File: src/rtl/snow_pkg.sv
// Shared types and constants for the snowflake renderer.
package snow_pkg;

  typedef struct packed {
    logic [9:0] x;
    logic [9:0] y;
    logic [1:0] speed;
  } flake_t;

  typedef enum logic {
    IDLE,
    UPDATE
  } state_t;

  localparam logic [15:0] LFSR_TAPS   = 16'hB400;
  localparam logic [11:0] COLOR_FLAKE = 12'hFFF;
  localparam logic [11:0] COLOR_SKY   = 12'h003;
  localparam logic [11:0] COLOR_BLANK = 12'h000;

  // Flakes start on a diagonal, spread evenly across the screen.
  function automatic flake_t flake_init(input int unsigned i, input int unsigned n,
                                        input int unsigned h, input int unsigned v);
    flake_t f;
    f.x     = 10'(i * (h / n));
    f.y     = 10'(i * (v / n));
    f.speed = 2'(1 + (i % 3));
    return f;
  endfunction

endpackage

File: src/rtl/snow_flakes_if.sv
// Video timing in / VGA pixel out bundle for the snowflake renderer.
interface snow_flakes_if;
  logic [9:0] sx;
  logic [9:0] sy;
  logic       hsync;
  logic       vsync;
  logic       de;
  logic [3:0] vga_r;
  logic [3:0] vga_g;
  logic [3:0] vga_b;
  logic       vga_hsync;
  logic       vga_vsync;
  logic       vga_de;

  modport master (
    output sx, sy, hsync, vsync, de,
    input  vga_r, vga_g, vga_b, vga_hsync, vga_vsync, vga_de
  );

  modport slave (
    input  sx, sy, hsync, vsync, de,
    output vga_r, vga_g, vga_b, vga_hsync, vga_vsync, vga_de
  );
endinterface

File: src/rtl/lfsr_galois16.sv
// 16-bit Galois LFSR that advances only when step is high.
module lfsr_galois16
  import snow_pkg::*;
(
  input  logic        clk_pix,
  input  logic        rst_pix,
  input  logic        step,
  input  logic [15:0] seed,
  output logic [15:0] value
);

  logic [15:0] lfsr_q, lfsr_d;

  always_comb begin
    lfsr_d = lfsr_q;
    if (step) begin
      lfsr_d = lfsr_q >> 1;
      if (lfsr_q[0]) lfsr_d = lfsr_d ^ LFSR_TAPS;
    end
  end

  always_ff @(posedge clk_pix) begin
    if (rst_pix) lfsr_q <= seed;
    else         lfsr_q <= lfsr_d;
  end

  assign value = lfsr_q;

endmodule

File: src/rtl/snow_flakes.sv
// Falling-snow pixel stage: per-frame flake update in blanking, registered
// colour output with syncs delayed to match.
module snow_flakes
  import snow_pkg::*;
#(
  parameter int unsigned N_FLAKES   = 8,
  parameter int unsigned FLAKE_SIZE = 4,
  parameter int unsigned H_RES      = 640,
  parameter int unsigned V_RES      = 480,
  parameter logic [15:0] LFSR_SEED  = 16'hACE1
) (
  input logic          clk_pix,
  input logic          rst_pix,
  snow_flakes_if.slave vid
);

  localparam int unsigned IW = $clog2(N_FLAKES);

  state_t        state_q, state_d;
  logic [IW-1:0] idx_q, idx_d;
  flake_t        flakes_q [N_FLAKES];
  flake_t        flakes_d [N_FLAKES];
  logic [15:0]   lfsr_val;
  logic          trigger, wr_en, respawn, lfsr_step, hit;
  logic [10:0]   y_sum;
  logic [9:0]    lx;
  flake_t        cur, nxt;
  logic [11:0]   color_d, color_q;
  logic          hsync_q, vsync_q, de_q;

  assign trigger = (vid.sx == '0) && (vid.sy == 10'(V_RES));

  lfsr_galois16 u_lfsr (
    .clk_pix (clk_pix),
    .rst_pix (rst_pix),
    .step    (lfsr_step),
    .seed    (LFSR_SEED),
    .value   (lfsr_val)
  );

  always_ff @(posedge clk_pix) begin
    if (rst_pix) begin
      state_q <= IDLE;
      idx_q   <= '0;
    end else begin
      state_q <= state_d;
      idx_q   <= idx_d;
    end
  end

  always_comb begin
    state_d = state_q;
    idx_d   = idx_q;
    case (state_q)
      IDLE: begin
        if (trigger) begin
          state_d = UPDATE;
          idx_d   = '0;
        end
      end
      UPDATE: begin
        idx_d = idx_q + IW'(1);
        if (idx_q == IW'(N_FLAKES - 1)) state_d = IDLE;
      end
      default: state_d = IDLE;
    endcase
  end

  always_comb begin
    wr_en     = (state_q == UPDATE);
    cur       = flakes_q[idx_q];
    y_sum     = {1'b0, cur.y} + 11'(cur.speed);
    respawn   = (y_sum >= 11'(V_RES));
    lfsr_step = wr_en && respawn;
    lx        = lfsr_val[9:0];
    nxt       = cur;
    if (respawn) begin
      nxt.y     = '0;
      nxt.x     = (lx >= 10'(H_RES - FLAKE_SIZE)) ? (lx - 10'd512) : lx;
      nxt.speed = (lfsr_val[11:10] == 2'd0) ? 2'd1 : lfsr_val[11:10];
    end else begin
      nxt.y = y_sum[9:0];
    end
  end

  always_comb begin
    for (int unsigned i = 0; i < N_FLAKES; i++) flakes_d[i] = flakes_q[i];
    if (wr_en) flakes_d[idx_q] = nxt;
  end

  always_ff @(posedge clk_pix) begin
    for (int unsigned i = 0; i < N_FLAKES; i++) begin
      if (rst_pix) flakes_q[i] <= flake_init(i, N_FLAKES, H_RES, V_RES);
      else         flakes_q[i] <= flakes_d[i];
    end
  end

  // 11-bit compares keep x+FLAKE_SIZE / y+FLAKE_SIZE from wrapping at the edges.
  always_comb begin
    hit = 1'b0;
    for (int unsigned i = 0; i < N_FLAKES; i++) begin
      if (({1'b0, vid.sx} >= {1'b0, flakes_q[i].x}) &&
          ({1'b0, vid.sx} <  ({1'b0, flakes_q[i].x} + 11'(FLAKE_SIZE))) &&
          ({1'b0, vid.sy} >= {1'b0, flakes_q[i].y}) &&
          ({1'b0, vid.sy} <  ({1'b0, flakes_q[i].y} + 11'(FLAKE_SIZE))))
        hit = 1'b1;
    end
    if (!vid.de)  color_d = COLOR_BLANK;
    else if (hit) color_d = COLOR_FLAKE;
    else          color_d = COLOR_SKY;
  end

  always_ff @(posedge clk_pix) begin
    if (rst_pix) begin
      color_q <= '0;
      hsync_q <= 1'b1;
      vsync_q <= 1'b1;
      de_q    <= 1'b0;
    end else begin
      color_q <= color_d;
      hsync_q <= vid.hsync;
      vsync_q <= vid.vsync;
      de_q    <= vid.de;
    end
  end

  assign vid.vga_r     = color_q[11:8];
  assign vid.vga_g     = color_q[7:4];
  assign vid.vga_b     = color_q[3:0];
  assign vid.vga_hsync = hsync_q;
  assign vid.vga_vsync = vsync_q;
  assign vid.vga_de    = de_q;

endmodule

File: src/flat_wrapper.sv
// flat-port wrapper written by rule: the top's interface ports become plain ports
module snow_flakes_flat import snow_pkg::*;
#(
  parameter int unsigned N_FLAKES   = 8,
  parameter int unsigned FLAKE_SIZE = 4,
  parameter int unsigned H_RES      = 640,
  parameter int unsigned V_RES      = 480,
  parameter logic [15:0] LFSR_SEED  = 16'hACE1
)
  (clk_pix, rst_pix, vid_sx, vid_sy, vid_hsync, vid_vsync, vid_de, vid_vga_r, vid_vga_g, vid_vga_b, vid_vga_hsync, vid_vga_vsync, vid_vga_de);
  snow_flakes_if vid_i ();
  input logic clk_pix;
  input logic rst_pix;
  input wire logic [$bits(vid_i.sx)-1:0] vid_sx;
  input wire logic [$bits(vid_i.sy)-1:0] vid_sy;
  input wire logic [$bits(vid_i.hsync)-1:0] vid_hsync;
  input wire logic [$bits(vid_i.vsync)-1:0] vid_vsync;
  input wire logic [$bits(vid_i.de)-1:0] vid_de;
  output wire logic [$bits(vid_i.vga_r)-1:0] vid_vga_r;
  output wire logic [$bits(vid_i.vga_g)-1:0] vid_vga_g;
  output wire logic [$bits(vid_i.vga_b)-1:0] vid_vga_b;
  output wire logic [$bits(vid_i.vga_hsync)-1:0] vid_vga_hsync;
  output wire logic [$bits(vid_i.vga_vsync)-1:0] vid_vga_vsync;
  output wire logic [$bits(vid_i.vga_de)-1:0] vid_vga_de;
  assign vid_i.sx = vid_sx;
  assign vid_i.sy = vid_sy;
  assign vid_i.hsync = vid_hsync;
  assign vid_i.vsync = vid_vsync;
  assign vid_i.de = vid_de;
  assign vid_vga_r = vid_i.vga_r;
  assign vid_vga_g = vid_i.vga_g;
  assign vid_vga_b = vid_i.vga_b;
  assign vid_vga_hsync = vid_i.vga_hsync;
  assign vid_vga_vsync = vid_i.vga_vsync;
  assign vid_vga_de = vid_i.vga_de;
  snow_flakes #(.N_FLAKES(N_FLAKES), .FLAKE_SIZE(FLAKE_SIZE), .H_RES(H_RES), .V_RES(V_RES), .LFSR_SEED(LFSR_SEED)) u_core (.clk_pix(clk_pix), .rst_pix(rst_pix), .vid(vid_i));
endmodule
File: config.mk
export PLATFORM = sky130hd
export DESIGN_NAME = snow_flakes_flat
export DESIGN_NICKNAME = d
export VERILOG_FILES = /design/src/rtl/snow_pkg.sv /design/src/rtl/snow_flakes_if.sv /design/src/rtl/lfsr_galois16.sv /design/src/rtl/snow_flakes.sv /design/src/flat_wrapper.sv
export SDC_FILE = /design/constraint.sdc
export NUM_CORES = 1
export LEC_CHECK = 0
export CORE_MARGIN = 10
export CORE_UTILIZATION = 37
export CTS_CLUSTER_SIZE = 16
export DETAILED_ROUTE_END_ITERATION = 10
export HOLD_SLACK_MARGIN = 0.02
export MAX_ROUTING_LAYER = met4
export PLACE_DENSITY = 0.5
export SYNTH_ARGS = -nofsm -noshare
export SYNTH_HDL_FRONTEND = slang
export SYNTH_SLANG_ARGS = --single-unit
File: constraint.sdc
create_clock -name clk_pix -period 13.14 [get_ports clk_pix]
set_clock_uncertainty 0.1 [all_clocks]
set_input_delay 1.314 -clock clk_pix [delete_from_list [all_inputs] [get_ports clk_pix]]
set_output_delay 1.314 -clock clk_pix [all_outputs]
set_load 0.05 [all_outputs]
-- Word level (Yosys, flattened, before mapping)
Memories as Yosys holds them, arrays and structs flattened. A register that Yosys moved wholly into a read port is not among the register bits.
Index checks and enable logic that the tools add are counted.
- register bits: 35
- bits in latches: 0
- bits in writable memories: 176
- memory bits (read-only): 0
- output and inout port bits: 15
- word-level logic and storage cells: 145
- memories kept: 1
- memories (memory ; depth ; width ; rd ports ; clocked after Yosys merged registers in ; wr ports ; RTL line ; RTL):
    u_core.flakes_q ; 8 ; 22 ; 9 ; 1 ; 8 ; snow_flakes.sv:21 ; flake_t flakes_q [N_FLAKES];
- add/sub/neg operators: 19
- multiply operators: 0
- divide/modulo/power cells: 0
- magnitude comparators: 36
- equality and inequality tests: 3
- shift operators: 0
- mux-type cells: 37
- bitwise gates (word level): 12
- reductions and logical operators: 30
- operators by type and width (operator ; count):
    $mux 22 ; 9
    $add 10x3->11 const B ; 16
    $bwmux 176 ; 1
    $lt 10x11->1 ; 16
    $mux 176 ; 1
    $ge 10x10->1 ; 16
    $demux 22 s3 ; 1
    $mux 10 ; 3
    $logic_and 1x1->1 ; 27
    $mux 16 ; 1
    $mux 1 ; 13
    $mux 12 ; 1
    $add 10x2->11 ; 1
    $ge 11x9->1 const B ; 1
    $eq 10x9->1 const B ; 1
    $ge 10x10->1 const B ; 1
    $logic_not 10->1 ; 1
    $sub 10x10->10 const B ; 1
    $mux 3 ; 3
    $not 3->4 ; 2
    $or 1x1->1 ; 8
    $pmux 3 s2 ; 1
    $ge 4x4->1 const B ; 1
    $lt 4x1->1 const B ; 1
    8 further kinds ; 10

-- Logic depth before layout (Yosys ltp)
Gate-level depths: netlist (run 1).
An unclocked memory read counts as a cell.
- depth in word-level cells: 15
- depth in mapped cells: 21

-- Hierarchy
From an unflattened synthesis (run 1), not the netlist that was laid out.
- cell total of the unflattened synthesis: 2014
- area total of the unflattened synthesis: 17251.5 um2
- by module, submodules not included (module ; times used ; cells each ; area each (um2) ; seq. area each (um2)):
    snow_flakes ; 1 ; 1973 ; 16494.6 ; 3763.6
    lfsr_galois16 ; 1 ; 41 ; 757.0 ; 480.5

-- Least setup slack after synthesis (run 1)
OpenSTA, ideal clock, no wires.
- kind: reg2reg
- start point: register (tool-made name)
- end point: memory u_core.flakes_q[2][13] (netlist bit)
- library setup time: 0.125 ns
- arrival time: 4.273 ns
- slack: 8.643 ns
- cell stages (with the launch flop): 19
- buffers on the path: 6
- cells stage by stage: dfxtp_1 > buf_4 > buf_8 > clkbuf_1 > buf_2 > buf_2 > mux4_2 > mux2_2 > ha_1 > inv_1 > fa_1 > nand4b_2 > a21oi_1 > xnor2_1 > mux2_2 > o21ai_4 > buf_12 > mux2i_4 > o21ai_1
- RTL lines (element ; RTL line):
    end: declaration ; snow_flakes.sv:21

==> reports/metrics.yaml, run 1 <==
status:
  status: "completed"
final_layout:
  diodes: 0
  syn_to_final_growth_pct: 10.5
  drive_gt1_share_pct: 7.98
  finalNetCount: 2371
worst_setup_path:
  crit_type: "flop to flop"
  critPathArrivalTime_ps: 5520
  reg2reg_slack_ps: 7980
  end_kind: "flop"
  path_max_fanout: 50
  start_kind: "flop"
  required_ps: 13500
sta:
  fin_crit_sh_pct: 39.3
  hold_viol: 0
  relSlewSlack_pct: 20.2
  setup_viol: 0
  period_minus_slack_ps: 5160
  hold_ws_ps: 362
  setup_tns_ps: 0
  slew_violations: 0
  rsz0062_at_grt: "false"
  fmax_ghz: 0.194
  worst_slew_pin_slew_ps: 1200
detailed_routing:
  wl_per_cell_um: 23.0
  drc_errors: 0
  routed_wl_um: 61200
  vias: 15100
  drt_iter0_drc: 1251
  drtPass1Iterations: 5
  vias_per_cell: 5.67
  antenna_left: 0
die:
  die_x_um: 236
  die-height_um: 236
  io_pins: 40
  num_rows: 79
  initial_core_util_pct: 37.2
  die_area_sq_um: 55700
  core_area_sq_um: 46400
yosys:
  synth_fa_ha_area_share_pct: 22.4
  synthSimpleGateAreaFrac_pct: 15.0
  async_reset_ff_share_pct: 0
  synthCells: 2032
  synth-seq-area-share_pct: 23.7
  synth_compound_area_share_pct: 18.7
  syn_nets: 2366
  synth_common_cells: "308 x ha_1, 204 x dfxtp_1, 193 x inv_1"
  synthFlopType: "dfxtp_1"
  syn_area_sq_um: 17300
  synth_top_cell_by_area: "dfxtp_1"
  synth-xor-area-share_pct: 5.42
  synth_edf_count: 0
  yosys_warnings: 0
  synth_top_family_by_area: "adder cells"
  synth_top_area_share_pct: 23.7
  synth-seq-cells: 204
  syn-mean-instance-area_sq_um: 8.49
  synth_area_leaders: "dfxtp_1 24%, ha_1 22%, mux4_2 6.0%, xnor2_1 5.1%, a21oi_1 4.9%"
  yosysMostFrequentCell: "ha_1"
  synth.distinct_cells: 74
  synth.area.mux_share_pct: 8.03
placement:
  place_congestion: 0.934
  numPortBuffers: 39
  dp_hpwl_um: 44600
clock_network:
  cts-root-buf: "clkbuf_16"
  cts_tree: "built"
  clk_pin_slew_worst_paths_ps: 60
  h-tree-depth: 1
  clockBufferDepth: 3
  numClockSinks: 204
  worstSkewPairLatency_ps: 540
  post_cts_buffers: 0
  cts_hold_buf: 0
  cts_resized: 0
  numCtsBuffers: 25
power_and_ir_drop:
  leakage_nw: 7.42
  p_per_area_nw_per_um2: 79.4
  irDropWorstVdd_v: 0.0000831
global_routing:
  track_usage_pct: 21.7
  grt_overflow_total: 0
  grt_pass1_wl_um: 91400
  antenna_found_initial: 0
  grt_pass1_vias: 14600
  grt_max_degree: 88
worst_hold_path:
  hold_path_class: "flop to flop"
run:
  max-cap-violations: 0
routing by layer:
metal  share of wire, %  GRT usage, %  vias up
met2                 44          33.1      412
met4                3.1          6.33        0
met5                  0             -        -
met1                 48          29.7     7280
met3                5.4          2.48       90
li1                   -             -     7315
path summary, 6_finish.rpt:
| check | cells past startpoint | endpoint | startpoint |
|---|---|---|---|
| worst min register to register | 2 | u_core.u_lfsr.value[14]$_SDFFE_PP0P_ | u_core.u_lfsr.value[15]$_SDFFE_PP1P_ |
| worst min-delay path | 2 | u_core.u_lfsr.value[14]$_SDFFE_PP0P_ | u_core.u_lfsr.value[15]$_SDFFE_PP1P_ |
| worst max-delay path | 15 | u_core.u_lfsr.value[12]$_SDFFE_PP0P_ | flop |
| worst max register to register | 15 | u_core.u_lfsr.value[12]$_SDFFE_PP0P_ | flop |
sequential cells by signal, summed over array words and instances, names as in the netlist, named ones only:
name,flops
u_core.idx_q,3
u_core.vid.vga_vsync,1
u_core.u_lfsr.value,16
u_core.color_q,2
u_core.vid.vga_hsync,1
u_core.flakes_q,176
u_core.state_q,1
u_core.vid.vga_de,1
worst max-delay path: stages (launching register included):
cell	delay (ps)
dfxtp_2	310
buf_4	640
mux4_2	600
mux2_2	310
ha_1	230
inv_1	70
fa_1	370
nand4b_2	220
a21oi_1	110
xnor2_1	140
mux2_2	290
o21ai_4	160
buf_4	590
and2_1	580
nor2_1	100
a211oi_2	200
power by group:
part,switching [mW],internal [mW]
combinational,0.101,0.0603
clock,0.289,0.445
sequential,0.000676,0.619
total,0.391,1.12
cells in the final DEF (no fill, tap or decap), types with 10 or more instances in the layout:
cell type	Yosys	layout
ha_1	308	308
buf_4	15	30
nand2_1	130	130
nand4_1	10	10
a211oi_1	16	16
o21a_1	30	30
o21ai_0	123	123
a2111oi_0	10	10
a21oi_1	168	168
a31oi_1	13	13
mux4_2	46	46
nand2b_1	26	26
clkbuf_16	0	25
a21o_1	37	37
clkdlybuf4s50_1	0	38
nor2_1	95	91
dfxtp_1	204	201
o21ai_1	74	74
nor2b_1	11	11
nor4_1	10	10
nand3_1	81	81
inv_1	193	193
xnor2_1	101	101
nor3_1	56	54
nand3b_1	16	16
or3_1	56	56
through the flow:
step,power (mW),setup WS [ps],instance area [sq um],util [%],std cells
floorplan,0.726,8640,17300,-,2032
global placement,0.791,8060,18200,39.3,2617
detailed placement,0.794,7960,18200,39.3,2617
CTS,1.53,7940,19100,41.2,2661
global route,1.57,7650,19100,41.2,2661
finish,1.52,7980,19100,41.2,2661
layout make-up:
class,instances,area [sq um]
sequential,204,4090
inverter,193,724
tap,607,759
multi-input combinational,1544,12000
fill,4678,27300
clock buffer,34,729
clock inverter,10,134
timing repair buffer,69,617
kinds of logic after synthesis:
kind of cell | Yosys count
AOI/OAI and AO/OA | 541
and+or+nand+nor | 519
adders and majority gates | 309
buffers and inverters | 284
DFF | 204
xor gates and xnor gates | 106
muxes | 69
Note: power is estimated with default switching activity, not from simulation.
==> run 2, diff against run 1 <==
==> constraint.sdc (replaced) <==
create_clock -name clk_pix -period 4.9 [get_ports clk_pix]
set_clock_uncertainty 0.1 [all_clocks]
set_input_delay 0.49 -clock clk_pix [delete_from_list [all_inputs] [get_ports clk_pix]]
set_output_delay 0.49 -clock clk_pix [all_outputs]
set_load 0.05 [all_outputs]
==> run 2 against run 1 <==
Net effect:
- power grew to 2.8 times the previous value
- utilization is 0.38 points higher
- critical path type unchanged
- via count is 2.4% higher
==> reports/metrics.yaml, run 2 (synthesized netlist as in run 1, its figures left out) <==
clock_network:
  clockBufferDepth: 3
  clk_pin_slew_worst_paths_ps: 60
  cts-root-buf: "clkbuf_16"
  h-tree-depth: 1
  numCtsBuffers: 26
  cts_tree: "built"
  post_cts_buffers: 0
  cts_resized: 0
  numClockSinks: 204
  cts_hold_buf: 0
  worstSkewPairLatency_ps: 550
placement:
  dp_hpwl_um: 47700
  place_congestion: 0.933
  numPortBuffers: 39
  dp.cells: 2627
  placed_cell_area_sq_um: 18300
global_routing:
  antenna_found_initial: 1
  grt_max_degree: 91
  grt_pass1_vias: 15000
  track_usage_pct: 22.8
  grt_overflow_total: 0
  grt_pass1_wl_um: 95800
power_and_ir_drop:
  p_comb_share_pct: 10.5
  leakage_nw: 7.51
  power.switching_mw: 1.08
  irDropWorstVdd_v: 0.000192
  sw_frac_of_total_pct: 25.6
  p_int_mw: 3.15
  seq_power_share_pct: 39.3
  clockPowerShare_pct: 50.3
  p_per_area_nw_per_um2: 220
final_layout:
  final_common_cell: "ha_1"
  finalInstanceArea_sq_um: 19300
  fin_cells: 2676
  largest_reg_flops: 176
  mostFrequentLayoutCells: "308 x ha_1, 201 x dfxtp_1, 193 x inv_1"
  syn_to_final_growth_pct: 11.6
  regMostFlops: "u_core.flakes_q"
  drive_gt1_share_pct: 8.61
  finalNetCount: 2382
die:
  die_x_um: 236
  num_rows: 79
  die_area_sq_um: 55700
  core_area_sq_um: 46400
  initial_core_util_pct: 37.2
  die-height_um: 236
  io_pins: 40
sta:
  setup_viol: 0
  setup_tns_ps: 0
  fmax_ghz: 0.228
  fin_crit_sh_pct: 89.6
  rsz0062_at_grt: "false"
  hold_viol: 0
  period_minus_slack_ps: 4390
  relSlewSlack_pct: 15.2
  slew_violations: 0
  worst_slew_pin_slew_ps: 1270
worst_setup_path:
  path_max_fanout: 13
  end_kind: "flop"
  required_ps: 5160
  start_kind: "flop"
  crit_type: "flop to flop"
  critPathArrivalTime_ps: 4650
detailed_routing:
  drc_errors: 0
  routed_wl_um: 63700
  antenna_left: 0
  vias: 15500
  wl_per_cell_um: 23.8
  vias_per_cell: 5.78
  drtPass1Iterations: 5
  drt_iter0_drc: 1442
run:
  max-cap-violations: 0
status:
  status: "completed"
worst_hold_path:
  hold_path_class: "flop to flop"
run 2: metal layers:
metal | routed length [um] | track usage, % | vias up
met5 | 0 | - | -
li1 | - | - | 7358
met3 | 4090 | 2.92 | 84
met1 | 30200 | 31.6 | 7525
met4 | 1710 | 6.08 | 0
met2 | 27700 | 34.3 | 494
run 2: final timing paths:
path / startpoint / to / slack, ps / depth (start not counted)
setup / recovery: flop / u_core.flakes_q[3][21]$_SDFFE_PP0P_ / 510 / 14
hold / removal: u_core.u_lfsr.value[15]$_SDFFE_PP1P_ / u_core.u_lfsr.value[14]$_SDFFE_PP0P_ / 360 / 2
setup reg to reg: flop / u_core.flakes_q[3][21]$_SDFFE_PP0P_ / 510 / 14
hold reg to reg: u_core.u_lfsr.value[15]$_SDFFE_PP1P_ / u_core.u_lfsr.value[14]$_SDFFE_PP0P_ / 360 / 2
run 2: cell type report:
type | count | area (sq um)
Antenna cell | 1 | 2.50
Clock buffer | 33 | 738
Clock inverter | 15 | 213
Fill cell | 4647 | 27100
Inverter | 193 | 724
Multi-Input combinational cell | 1544 | 12000
Sequential cell | 204 | 4090
Tap cell | 607 | 759
Timing Repair Buffer | 79 | 704
run 2: stage by stage:
| stage | worst slack [ps] | utilization (%) | total power [mW] | hold slack (ps) |
|---|---|---|---|---|
| 2_1_floorplan | 403 | - | 1.95 | 333 |
| 3_3_place_gp | 669 | 39.5 | 2.13 | 344 |
| 3_5_place_dp | 562 | 39.5 | 2.14 | 356 |
| 4_1_cts | 531 | 41.5 | 4.26 | 341 |
| 5_1_grt | 310 | 41.5 | 4.38 | 378 |
| 6_report | 511 | 41.5 | 4.24 | 360 |
run 2: critical path, stage by stage, from the launching register on:
cell      delay [ps]
dfxtp_2          540
mux4_2           550
mux2_2           310
ha_1             230
inv_1             80
fa_1             350
nand4b_2         220
a21oi_1          100
xnor2_1          140
mux2_2           300
o21ai_4          390
buf_12           260
nor2_1            90
a41oi_2          390
a211oi_1         140
run 2: power groups by stage:
stage	Combinational [mW]	Sequential, mW	Clock, mW
after floorplan	0.239	1.71	0
after global placement	0.428	1.70	0
after detailed placement	0.437	1.70	0
after CTS	0.440	1.66	2.16
after global routing	0.492	1.66	2.22
final	0.443	1.66	2.13
